## config.mk

```make
export PLATFORM = sky130hd
export DESIGN_NAME = rgb_pwm_gen
export DESIGN_NICKNAME = d
export VERILOG_FILES = /design/src/rtl/rgb_pwm_gen.sv
export SDC_FILE = /design/constraint.sdc
export NUM_CORES = 1
export LEC_CHECK = 0
export CAP_MARGIN = 20
export CORE_MARGIN = 3
export CORE_UTILIZATION = 50
export DETAILED_ROUTE_END_ITERATION = 16
export HOLD_SLACK_MARGIN = 0.05
export PLACE_DENSITY = 0.75
export REMOVE_ABC_BUFFERS = 1
export SLEW_MARGIN = 20
export SYNTH_ARGS = -nofsm -noshare
export SYNTH_HDL_FRONTEND = slang
export SYNTH_SLANG_ARGS = --single-unit
```

## constraint.sdc

```tcl
create_clock -name clk -period 2.7 [get_ports clk]
set_input_delay 0.27 -clock clk [delete_from_list [all_inputs] [get_ports clk]]
set_output_delay 0.27 -clock clk [all_outputs]
set_load 0.02 [all_outputs]
```

## src/rtl/rgb_pwm_gen.sv

```systemverilog
// Three-channel RGB PWM generator. One shared 8-bit counter, stepped by a
// prescaler tick, is compared against double-buffered duty words. The duty
// buffers reload only at period boundaries, so the LED pins never glitch
// mid-period. A one-cycle pulse marks each completed period.
module rgb_pwm_gen #(
  parameter int PRESCALE   = 64,
  parameter bit ACTIVE_LOW = 1'b0
) (
  input  logic       clk,
  input  logic       rst_n,
  input  logic       en,
  input  logic [7:0] R_time_in,
  input  logic [7:0] G_time_in,
  input  logic [7:0] B_time_in,
  output logic       led_r,
  output logic       led_g,
  output logic       led_b,
  output logic       period_done
);

  localparam logic [15:0] PRE_MAX  = 16'(PRESCALE - 1);
  localparam logic        IDLE_LVL = ACTIVE_LOW;

  typedef enum logic {
    IDLE = 1'b0,
    RUN  = 1'b1
  } state_t;

  state_t      state, state_next;
  logic        running;
  logic [15:0] pre;
  logic [7:0]  cnt;
  logic [7:0]  shadow_r, shadow_g, shadow_b;
  logic        tick, wrap, start;
  logic        raw_r, raw_g, raw_b;

  // Duty compare: full scale is forced on so 0xFF really means "always lit".
  function automatic logic duty_cmp(input logic [7:0] c, input logic [7:0] s);
    return (s == 8'hFF) ? 1'b1 : (c < s);
  endfunction

  // State register for the idle/run controller.
  always_ff @(posedge clk or negedge rst_n) begin
    if (!rst_n) state <= IDLE;
    else        state <= state_next;
  end

  // Next state: leave idle as soon as enabled, return to idle when disabled.
  always_comb begin
    state_next = state;
    case (state)
      IDLE:    if (en)  state_next = RUN;
      RUN:     if (!en) state_next = IDLE;
      default: state_next = IDLE;
    endcase
  end

  // Event decode and per-channel compare against the current buffers.
  always_comb begin
    running = (state == RUN);
    tick    = running && (pre == PRE_MAX);
    wrap    = tick && (cnt == 8'hFF);
    start   = en && !running;
    raw_r   = duty_cmp(cnt, shadow_r);
    raw_g   = duty_cmp(cnt, shadow_g);
    raw_b   = duty_cmp(cnt, shadow_b);
  end

  // Prescaler and PWM counter; both restart from zero on start or disable.
  always_ff @(posedge clk or negedge rst_n) begin
    if (!rst_n) begin
      pre <= '0;
      cnt <= '0;
    end else if (!en || start) begin
      pre <= '0;
      cnt <= '0;
    end else if (tick) begin
      pre <= '0;
      cnt <= cnt + 8'd1;
    end else begin
      pre <= pre + 16'd1;
    end
  end

  // Duty buffers reload only on start or at a wrap that is not being disabled.
  always_ff @(posedge clk or negedge rst_n) begin
    if (!rst_n) begin
      shadow_r <= '0;
      shadow_g <= '0;
      shadow_b <= '0;
    end else if (start || (en && wrap)) begin
      shadow_r <= R_time_in;
      shadow_g <= G_time_in;
      shadow_b <= B_time_in;
    end
  end

  // Registered pins and period pulse; idle or disabled forces inactive level.
  always_ff @(posedge clk or negedge rst_n) begin
    if (!rst_n) begin
      led_r       <= IDLE_LVL;
      led_g       <= IDLE_LVL;
      led_b       <= IDLE_LVL;
      period_done <= 1'b0;
    end else if (en && running) begin
      led_r       <= raw_r ^ ACTIVE_LOW;
      led_g       <= raw_g ^ ACTIVE_LOW;
      led_b       <= raw_b ^ ACTIVE_LOW;
      period_done <= wrap;
    end else begin
      led_r       <= IDLE_LVL;
      led_g       <= IDLE_LVL;
      led_b       <= IDLE_LVL;
      period_done <= 1'b0;
    end
  end

endmodule
```

==> impl_metrics.csv, run 1 <==
group,metric,value,unit
floorplanning,die_width,82.0,um
grt,grt_overflow_total,0,
flow_run,maxCapViolations,0,
yosys,yosys_most_used_dff,"sky130_fd_sc_hd__dfrtp_1",
run_status,status,"finished clean",
yosys,synth.most_common_cell,"sky130_fd_sc_hd__dfrtp_1",
critical_path,worstSetupPathType,"reg -> reg",
sta,rsz0062_at_grt,"false",
critical_path,timing.critical_path.to_type,"register",
cells_and_area,antennaDiodeCount,0,
cells_and_area,number_of_standard_cells_in_the_layout_taps_in_and_fillers_out,366,
sta,finalSetupViolations,0,
clocking,clk-insertion-delay-late,0.31,ns
yosys,avgSynthCellArea,11.2,sq um
clocking,tritoncts_buffers,5,
grt,grt_util_all_layers,0.178,
power_and_ir_drop,p_sw_frac,0.249,
floorplanning,die-height,82.0,um
grt,grt_first_pass_wirelength,9.16,mm
clocking,tritoncts,"yes",
floorplanning,ioPinCount,31,
power_and_ir_drop,cell_internal_pwr,1.21,mW
drt,postRouteWirelength,5.27,mm
clocking,worst_setup_hold_path_clk_slew,0.09,ns
critical_path,critical_path.max_fanout,24,
floorplanning,fp.dieArea,0.00673,sq mm
clocking,cts_setup_buffers,0,
critical_path,worst-endpoint-arrival,2.64,ns
sta,slew_headroom,0.298,
yosys,netlist_area,0.00289,sq mm
floorplanning,number_of_standard_cell_rows_in_the_floorplan,27,
sta,slew_viol_final,0,
grt,vias_in_the_first_global_route,2046,
sta,hold_violations,0,
power_and_ir_drop,relative_contribution_of_the_clock_network_to_total_power,0.280,
power_and_ir_drop,vdd.ir_drop.worst,283,uV
clocking,ctsResizeCount,0,
sta,timing.fmax,0.410,GHz
place,port-buffer-count,30,
yosys,synth_largest_area_cell,"sky130_fd_sc_hd__dfrtp_1",
critical_path,number_of_buffers_and_inverters_on_the_critical_path,0,
drt,route.antenna.remaining_nets,0,
critical_path,worst_path_slowest_cell,"sky130_fd_sc_hd__a21oi_4",
yosys,ys_seq_elements,53,
place,placed_cells_incl_taps,358,
critical_path,critical-path-max-stage-delay,0.78,ns
drt,drt_iter0_drc,88,
clocking,max-clock-path-buffers,2,
drt,drt-wirelength-per-cell,14.4,um
drt,remaining_drc_errors,0,
power_and_ir_drop,seq_power_share,0.560,
yosys,synth.cells.most_frequent,"sky130_fd_sc_hd__dfrtp_1, sky130_fd_sc_hd__nor2_1, sky130_fd_sc_hd__inv_1",
yosys,seq_area_frac_synth,0.459,
critical_path,startpoint_type,"register",
clocking,clock_tree.htree_level_count,2,
sta,worst_slew_pin_slew,1.05,ns
yosys,synth_top_area_share,0.459,
clocking,cts-hold-fix-buffers,1,
min_path,min-delay-path-class,"in -> async",
clocking,clockRootBuffer,"sky130_fd_sc_hd__clkbuf_8",
grt,grt_start_max_net_pins,31,
yosys,synth-async-reset-ratio,1.00,
cells_and_area,final_nets,344,
sta,post-route-period-util,0.904,
floorplanning,floorplan.core_area,0.00554,sq mm
floorplanning,starting_utilization_of_the_core_area,0.522,
yosys,ys_top_cells_by_area,"sky130_fd_sc_hd__dfrtp_1, sky130_fd_sc_hd__mux2_4, sky130_fd_sc_hd__ha_1",
sta,finalCriticalPeriod,2.44,ns
drt,drt-vias-per-instance,5.30,
yosys,yosys_warnings,0,
cells_and_area,area.growth.synth_to_final,15.9,%
cells_and_area,drive_gt1_frac,0.143,
yosys,synthesis.instances,257,
place,gp_congestion,0.805,
critical_path,worstPathCellList,"ha_1 -> or4b_1 -> nor4_4 -> and2_4 -> a21oi_4 -> mux2_2",
drt,route.vias.total,1940,
yosys,synthDistinctLibCells,35,
sta,timing.clock.skew,0.00911,ns
critical_path,critical-path-top-delay-family,"compound AO/OA/AOI/OAI gates",
power_and_ir_drop,power_density,480,mW/mm^2
power_and_ir_drop,p_leak,1.59,nW
critical_path,critical_path_required,2.90,ns
grt,antenna_violations_before_repair,0,
sta,totalNegativeSetupSlack,0,ns
power_and_ir_drop,power.share.combinational,0.159,
place,dp_wirelength,3.91,mm
power_and_ir_drop,p_switching,0.401,mW
clocking,clock_sink_count,53,
drt,detail_route.first_pass.iterations,4,
yosys,count_of_flip_flops_with_a_built_in_enable_after_synthesis,0,
## metrics by stage
stage          area, sq um  utilization  setup WS [ns]  power [mW]  hold WS [ns]
6_report              3350        0.605          0.260        1.61         0.454
5_1_grt               3350        0.605          0.121        1.70         0.503
4_1_cts               3350        0.605          0.251        1.62         0.486
3_5_place_dp          3250        0.587          0.211        1.18         0.282
3_3_place_gp          3250        0.587          0.297        1.16         0.270
2_1_floorplan         2840            -          0.489        1.07       -0.0256
## final timing paths
check / from / end / cells past startpoint / slack, ns
max: pre[0] / shadow_b[0] / 6 / 0.26
min: rst_n / led_g / 2 / 0.45
max reg2reg: pre[0] / shadow_b[0] / 6 / 0.26
min reg2reg: pre[0] / pre[0] / 1 / 0.48
max in group asynchronous: rst_n / pre[3] / 3 / 1.47
min in group clk: pre[0] / pre[0] / 1 / 0.48
## sequential cells by signal, summed over array words and instances, names as in the netlist
name and count:
led_b 1, shadow_b 8, shadow_r 8, led_r 1, pre 16, shadow_g 8
period_done 1, running 1, led_g 1, cnt 8
## cells in the final DEF, fill, tap and decap left out, types with 2 or more instances in the layout
cell type and instances:
sky130_fd_sc_hd__dfrtp_1 53, sky130_fd_sc_hd__nor2_1 32, sky130_fd_sc_hd__clkdlybuf4s50_1 29, sky130_fd_sc_hd__inv_1 24, sky130_fd_sc_hd__ha_1 23, sky130_fd_sc_hd__mux2_4 20
sky130_fd_sc_hd__nand4_1 15, sky130_fd_sc_hd__xor2_1 13, sky130_fd_sc_hd__nand2_1 11, sky130_fd_sc_hd__nand3_1 8, sky130_fd_sc_hd__xnor2_1 6, sky130_fd_sc_hd__clkbuf_8 6
sky130_fd_sc_hd__a21oi_1 5, sky130_fd_sc_hd__o31ai_1 4, sky130_fd_sc_hd__mux2_2 4, sky130_fd_sc_hd__buf_4 4, sky130_fd_sc_hd__nor3_1 3, sky130_fd_sc_hd__nand2b_1 3
sky130_fd_sc_hd__a21o_1 3, sky130_fd_sc_hd__a211oi_1 3, sky130_fd_sc_hd__a2111oi_0 3, sky130_fd_sc_hd__or4b_1 2, sky130_fd_sc_hd__or2_2 2, sky130_fd_sc_hd__o41ai_1 2
sky130_fd_sc_hd__o21ai_0 2, sky130_fd_sc_hd__or3_1 2
## logic make-up after synthesis
logic type	count (synthesis)	share of synthesized area
muxes	25	0.123
adders and majority gates	23	0.0996
buffers and inverters	29	0.0494
AOI/OAI and AO/OA	23	0.0589
xor gates and xnor gates	19	0.0576
DFF	53	0.459
and+or+nand+nor	85	0.153
## routing by layer
layer	global-route usage	routed length [um]
met3	0.0428	188
met1	0.231	2450
met2	0.288	2550
met4	0.0648	76
met5	0	0
## layout make-up
type,instances,area (sq um)
Clock buffer,7,86.3
Inverter,24,90.1
Multi-Input combinational cell,175,1420
Sequential cell,53,1330
Fill cell,494,2190
Timing Repair Buffer,35,335
Tap cell,72,90.1
## power by group through the flow
stage	Sequential (mW)	Clock (mW)	Combinational, mW
2_1_floorplan	0.903	0	0.165
3_3_place_gp	0.914	0	0.245
3_5_place_dp	0.916	0	0.259
4_1_cts	0.900	0.463	0.261
5_1_grt	0.907	0.500	0.293
6_report	0.900	0.451	0.256
Power figures use the tool's default switching activity.
==> inputs of run 2 (changes only) <==
--- a/config.mk
+++ b/config.mk
@@ -5,11 +5,13 @@
 export SDC_FILE = /design/constraint.sdc
 export NUM_CORES = 1
 export LEC_CHECK = 0
+export ABC_CLOCK_PERIOD_IN_PS = 2700
 export CAP_MARGIN = 20
 export CORE_MARGIN = 3
 export CORE_UTILIZATION = 50
 export DETAILED_ROUTE_END_ITERATION = 16
 export HOLD_SLACK_MARGIN = 0.05
+export MAX_ROUTING_LAYER = met4
 export PLACE_DENSITY = 0.75
 export REMOVE_ABC_BUFFERS = 1
 export SLEW_MARGIN = 20
==> run 2 against run 1 <==
- sequential share of layout area unchanged
- power about the same
- global-route usage increased by 0.51 points
- critical path type unchanged
- wire length rose by 0.11%
- via count up 0.21%
- largest cell class unchanged
- register-to-register slack about the same
- die area unchanged
- largest power group unchanged
- combinational power barely moved
- sequential power hardly changed
- worst hold slack barely moved
- utilization is the same
==> impl_metrics.csv, run 2 (synthesized netlist as in run 1, its figures left out) <==
group,metric,value,unit
clocking,clock_tree.htree_level_count,2,
drt,drt-vias-per-instance,5.31,
clocking,clockRootBuffer,"sky130_fd_sc_hd__clkbuf_8",
drt,drt-wirelength-per-cell,14.4,um
floorplanning,die-height,82.0,um
floorplanning,die_width,82.0,um
drt,route.antenna.remaining_nets,0,
floorplanning,floorplan.core_area,0.00554,sq mm
cells_and_area,layout_commonest_cell,"sky130_fd_sc_hd__dfrtp_1",
place,port-buffer-count,30,
sta,post-route-period-util,0.905,
critical_path,critical-path-top-delay-family,"compound AO/OA/AOI/OAI gates",
clocking,clock_sink_count,53,
clocking,clk-insertion-delay-late,0.31,ns
critical_path,critical-path-max-stage-delay,0.78,ns
critical_path,critical_path.max_fanout,24,
sta,finalCriticalPeriod,2.44,ns
floorplanning,starting_utilization_of_the_core_area,0.522,
drt,route.vias.total,1944,
sta,rsz0062_at_grt,"false",
critical_path,number_of_buffers_and_inverters_on_the_critical_path,0,
power_and_ir_drop,finalPower,1.61,mW
sta,timing.clock.skew,0.00875,ns
sta,timing.fmax,0.409,GHz
run_status,status,"finished clean",
grt,antenna_violations_before_repair,0,
flow_run,maxCapViolations,0,
grt,grt_util_all_layers,0.183,
place,dp_wirelength,3.91,mm
cells_and_area,multiInputGateArea,0.00142,sq mm
critical_path,worstReg2RegStart,"pre[0]",
critical_path,critical_path_required,2.90,ns
critical_path,timing.critical_path.to_type,"register",
drt,detail_route.first_pass.iterations,4,
sta,worst_hold_slack,0.454,ns
cells_and_area,n_fill_cell,494,
drt,postRouteWirelength,5.28,mm
clocking,tritoncts_buffers,5,
drt,remaining_drc_errors,0,
cells_and_area,largest_register_ff_count,16,
critical_path,worstSetupPathType,"reg -> reg",
clocking,ctsResizeCount,0,
cells_and_area,antennaDiodeCount,0,
critical_path,worstReg2RegEnd,"shadow_b[0]",
cells_and_area,area.growth.synth_to_final,15.9,%
critical_path,crit_path_end,"shadow_b[0]",
cells_and_area,seqCellArea,0.00133,sq mm
sta,worst_slew_pin_slew,1.05,ns
clocking,worst_setup_hold_path_clk_slew,0.09,ns
critical_path,startpoint_type,"register",
sta,slew_viol_final,0,
power_and_ir_drop,power_density,480,mW/mm^2
grt,vias_in_the_first_global_route,2047,
critical_path,worstPathCellList,"ha_1 -> or4b_1 -> nor4_4 -> and2_4 -> a21oi_4 -> mux2_2",
clocking,tritoncts,"yes",
cells_and_area,drive_gt1_frac,0.143,
cells_and_area,most-common-layout-cells,"sky130_fd_sc_hd__dfrtp_1, sky130_fd_sc_hd__nor2_1, sky130_fd_sc_hd__clkdlybuf4s50_1",
floorplanning,number_of_standard_cell_rows_in_the_floorplan,27,
critical_path,worst_case_register_to_register_setup_slack,0.26,ns
sta,totalNegativeSetupSlack,0,ns
floorplanning,ioPinCount,31,
critical_path,timing.critical_path.depth,6,
cells_and_area,final_nets,344,
drt,drt_iter0_drc,90,
power_and_ir_drop,vdd.ir_drop.worst,283,uV
place,gp_congestion,0.817,
critical_path,worst_setup_path_startpoint,"pre[0]",
sta,hold_violations,0,
cells_and_area,largest-register,"pre",
grt,grt_start_max_net_pins,31,
grt,grt_overflow_total,0,
min_path,min-delay-path-class,"in -> async",
floorplanning,fp.dieArea,0.00673,sq mm
critical_path,worst_path_slowest_cell,"sky130_fd_sc_hd__a21oi_4",
power_and_ir_drop,p_leak,1.59,nW
clocking,max-clock-path-buffers,2,
critical_path,worstRegToRegCells,6,
grt,grt_first_pass_wirelength,9.15,mm
sta,slew_headroom,0.298,
sta,finalSetupViolations,0,
critical_path,worst-endpoint-arrival,2.64,ns
-- run 2: how the worst min path moves through the flow --
stage,from,end,slack [ns],cells after the start
global route,rst_n,led_g,0.50,2
finish,rst_n,led_g,0.45,2
detailed placement,rst_n,led_g,0.28,1
CTS,rst_n,led_g,0.49,2
global placement,rst_n,led_g,0.27,1
floorplan,rst_n,cnt[0],-0.03,0
-- run 2: cell type report --
class | instances | share of cell area
multi-input combinational | 175 | 0.424
sequential | 53 | 0.396
clock buffer | 7 | 0.0258
tap | 72 | 0.0269
inverter | 24 | 0.0269
timing repair buffer | 35 | 0.100
-- run 2: what timing repair did --
action / 4_1_cts / 5_1_grt
hold endpoints to repair: 23 / 0
hold buffers: 1 / 0
buffers inserted: 0 / 0
-- run 2: where the power goes --
part	total [mW]	switching (mW)	internal, mW
Sequential	0.900	0.0491	0.851
Clock	0.451	0.247	0.204
Combinational	0.256	0.105	0.151
Total	1.61	0.401	1.21
-- run 2: per-stage QoR --
| step | std cells | cell area [sq um] | setup slack (ns) | utilization |
|---|---|---|---|---|
| after global routing | 366 | 3350 | 0.121 | 0.605 |
| after floorplan | 252 | 2840 | 0.489 | - |
| after global placement | 358 | 3250 | 0.297 | 0.587 |
| after CTS | 366 | 3350 | 0.251 | 0.605 |
| final | 366 | 3350 | 0.257 | 0.605 |
| after detailed placement | 358 | 3250 | 0.211 | 0.587 |
-- run 2: layer usage --
layer | vias up | wire length [um] | GRT usage
met3 | 6 | 173 | 0.0406
met4 | 0 | 46 | 0.0648
li1 | 968 | - | -
met5 | - | 0 | -
met1 | 943 | 2480 | 0.232
met2 | 27 | 2580 | 0.288
==> inputs of run 3 (changes only) <==
--- a/config.mk
+++ b/config.mk
@@ -9,6 +9,7 @@
 export CAP_MARGIN = 20
 export CORE_MARGIN = 3
 export CORE_UTILIZATION = 50
+export CTS_BUF_LIST = sky130_fd_sc_hd__clkbuf_8
 export DETAILED_ROUTE_END_ITERATION = 16
 export HOLD_SLACK_MARGIN = 0.05
 export MAX_ROUTING_LAYER = met4
==> run 3 against run 2 <==
- worst hold slack gained 0.0019 ns
- global-route usage is the same
- count of clock-buffer cells in the layout is 1 lower
- first-iteration DRC count down 1.1%
==> impl_metrics.csv, run 3 (synthesized netlist as in run 1, its figures left out) <==
group,metric,value,unit
sta,post-route-period-util,0.904,
critical_path,number_of_buffers_and_inverters_on_the_critical_path,0,
power_and_ir_drop,vdd.ir_drop.worst,283,uV
floorplanning,die-height,82.0,um
clocking,cts_setup_buffers,0,
critical_path,worst-endpoint-arrival,2.63,ns
drt,route.vias.total,1940,
power_and_ir_drop,cell_internal_pwr,1.20,mW
clocking,clk-insertion-delay-late,0.31,ns
critical_path,worstSetupPathType,"reg -> reg",
critical_path,worst_path_slowest_cell,"sky130_fd_sc_hd__a21oi_4",
sta,slew_viol_final,0,
place,dp_wirelength,3.91,mm
grt,grt_start_max_net_pins,31,
cells_and_area,number_of_standard_cells_in_the_layout_taps_in_and_fillers_out,366,
power_and_ir_drop,p_leak,1.59,nW
critical_path,critical_path_required,2.89,ns
drt,postRouteWirelength,5.26,mm
floorplanning,number_of_standard_cell_rows_in_the_floorplan,27,
drt,route.antenna.remaining_nets,0,
clocking,worst_setup_hold_path_clk_slew,0.09,ns
run_status,status,"finished clean",
grt,grt_util_all_layers,0.183,
flow_run,maxCapViolations,0,
sta,totalNegativeSetupSlack,0,ns
drt,remaining_drc_errors,0,
min_path,min-delay-path-class,"in -> async",
power_and_ir_drop,p_switching,0.400,mW
drt,drt-vias-per-instance,5.30,
place,placed_cells_incl_taps,358,
sta,finalSetupViolations,0,
power_and_ir_drop,p_sw_frac,0.250,
grt,antenna_violations_before_repair,0,
clocking,clock_sink_count,53,
drt,drt-wirelength-per-cell,14.4,um
cells_and_area,layout_commonest_cell,"sky130_fd_sc_hd__dfrtp_1",
floorplanning,die_width,82.0,um
critical_path,critical_path.max_fanout,24,
cells_and_area,drive_gt1_frac,0.143,
critical_path,worstPathCellList,"ha_1 -> or4b_1 -> nor4_4 -> and2_4 -> a21oi_4 -> mux2_2",
drt,detail_route.first_pass.iterations,4,
cells_and_area,largest-register,"pre",
grt,grt_first_pass_wirelength,9.15,mm
power_and_ir_drop,relative_contribution_of_the_clock_network_to_total_power,0.278,
floorplanning,fp.dieArea,0.00673,sq mm
power_and_ir_drop,power.share.combinational,0.160,
critical_path,critical-path-max-stage-delay,0.78,ns
sta,timing.fmax,0.410,GHz
cells_and_area,largest_register_ff_count,16,
critical_path,critical-path-top-delay-family,"compound AO/OA/AOI/OAI gates",
cells_and_area,area.growth.synth_to_final,15.9,%
grt,vias_in_the_first_global_route,2047,
drt,drt_iter0_drc,89,
sta,slew_headroom,0.298,
clocking,clock_tree.htree_level_count,2,
cells_and_area,final_nets,344,
sta,worst_slew_pin_slew,1.05,ns
place,port-buffer-count,30,
floorplanning,ioPinCount,31,
sta,rsz0062_at_grt,"false",
place,gp_congestion,0.817,
sta,hold_violations,0,
sta,finalCriticalPeriod,2.44,ns
clocking,tritoncts,"yes",
cells_and_area,most-common-layout-cells,"sky130_fd_sc_hd__dfrtp_1, sky130_fd_sc_hd__nor2_1, sky130_fd_sc_hd__clkdlybuf4s50_1",
sta,timing.clock.skew,0.00912,ns
cells_and_area,antennaDiodeCount,0,
clocking,max-clock-path-buffers,2,
critical_path,timing.critical_path.to_type,"register",
critical_path,startpoint_type,"register",
clocking,clockRootBuffer,"sky130_fd_sc_hd__clkbuf_8",
floorplanning,floorplan.core_area,0.00554,sq mm
floorplanning,starting_utilization_of_the_core_area,0.522,
power_and_ir_drop,power_density,478,mW/mm^2
clocking,tritoncts_buffers,5,
grt,grt_overflow_total,0,
power_and_ir_drop,seq_power_share,0.562,
-- run 3: routing by layer --
| layer | GRT usage | vias to the layer above | wire, um |
|---|---|---|---|
| li1 | - | 967 | - |
| met1 | 0.232 | 939 | 2470 |
| met2 | 0.288 | 27 | 2550 |
| met3 | 0.0406 | 7 | 169 |
| met4 | 0.0648 | 0 | 73 |
| met5 | - | - | 0 |
-- run 3: repair_timing --
| item | 4_1_cts | 5_1_grt |
|---|---|---|
| setup endpoints to repair | 0 | 0 |
| gates resized for setup | 0 | 0 |
| hold buffers | 1 | 0 |
| hold endpoints to repair | 23 | 0 |
-- run 3: path summary, 6_finish.rpt --
path / startpoint / to / slack [ns] / cells past startpoint
max in group asynchronous: rst_n / pre[3] / 1.47 / 3
worst min-delay path: rst_n / led_g / 0.46 / 2
worst max-delay path: pre[0] / shadow_b[0] / 0.26 / 6
min in group clk: pre[0] / pre[0] / 0.48 / 1
worst min register to register: pre[0] / pre[0] / 0.48 / 1
worst max register to register: pre[0] / shadow_b[0] / 0.26 / 6
-- run 3: final cells by class --
type	instances	area, sq um
Fill cell	494	2190
Clock inverter	1	3.75
Timing Repair Buffer	35	335
Sequential cell	53	1330
Clock buffer	6	82.6
Multi-Input combinational cell	175	1420
Inverter	24	90.1
Tap cell	72	90.1
-- run 3: metrics by stage --
step / worst slack, ns / cell area [sq um] / power (mW) / hold slack (ns) / utilization
after floorplan: 0.489 / 2840 / 1.07 / -0.0256 / -
after global placement: 0.297 / 3250 / 1.16 / 0.270 / 0.587
after detailed placement: 0.211 / 3250 / 1.18 / 0.282 / 0.587
after CTS: 0.251 / 3350 / 1.62 / 0.486 / 0.605
after global routing: 0.121 / 3350 / 1.70 / 0.503 / 0.605
final: 0.259 / 3350 / 1.60 / 0.456 / 0.605
-- run 3: power groups by stage --
stage | clock (mW) | combinational, mW | sequential [mW]
after global placement | 0 | 0.245 | 0.914
final | 0.446 | 0.256 | 0.900
after detailed placement | 0 | 0.259 | 0.916
after floorplan | 0 | 0.165 | 0.903
after global routing | 0.497 | 0.293 | 0.907
after CTS | 0.459 | 0.261 | 0.900
-- run 3: worst reg2reg max path, cell delays in order (launching register included) --
cell and delay (ns):
sky130_fd_sc_hd__dfrtp_1 0.41, sky130_fd_sc_hd__ha_1 0.26, sky130_fd_sc_hd__or4b_1 0.23, sky130_fd_sc_hd__nor4_4 0.05, sky130_fd_sc_hd__and2_4 0.16, sky130_fd_sc_hd__a21oi_4 0.78
sky130_fd_sc_hd__mux2_2 0.44
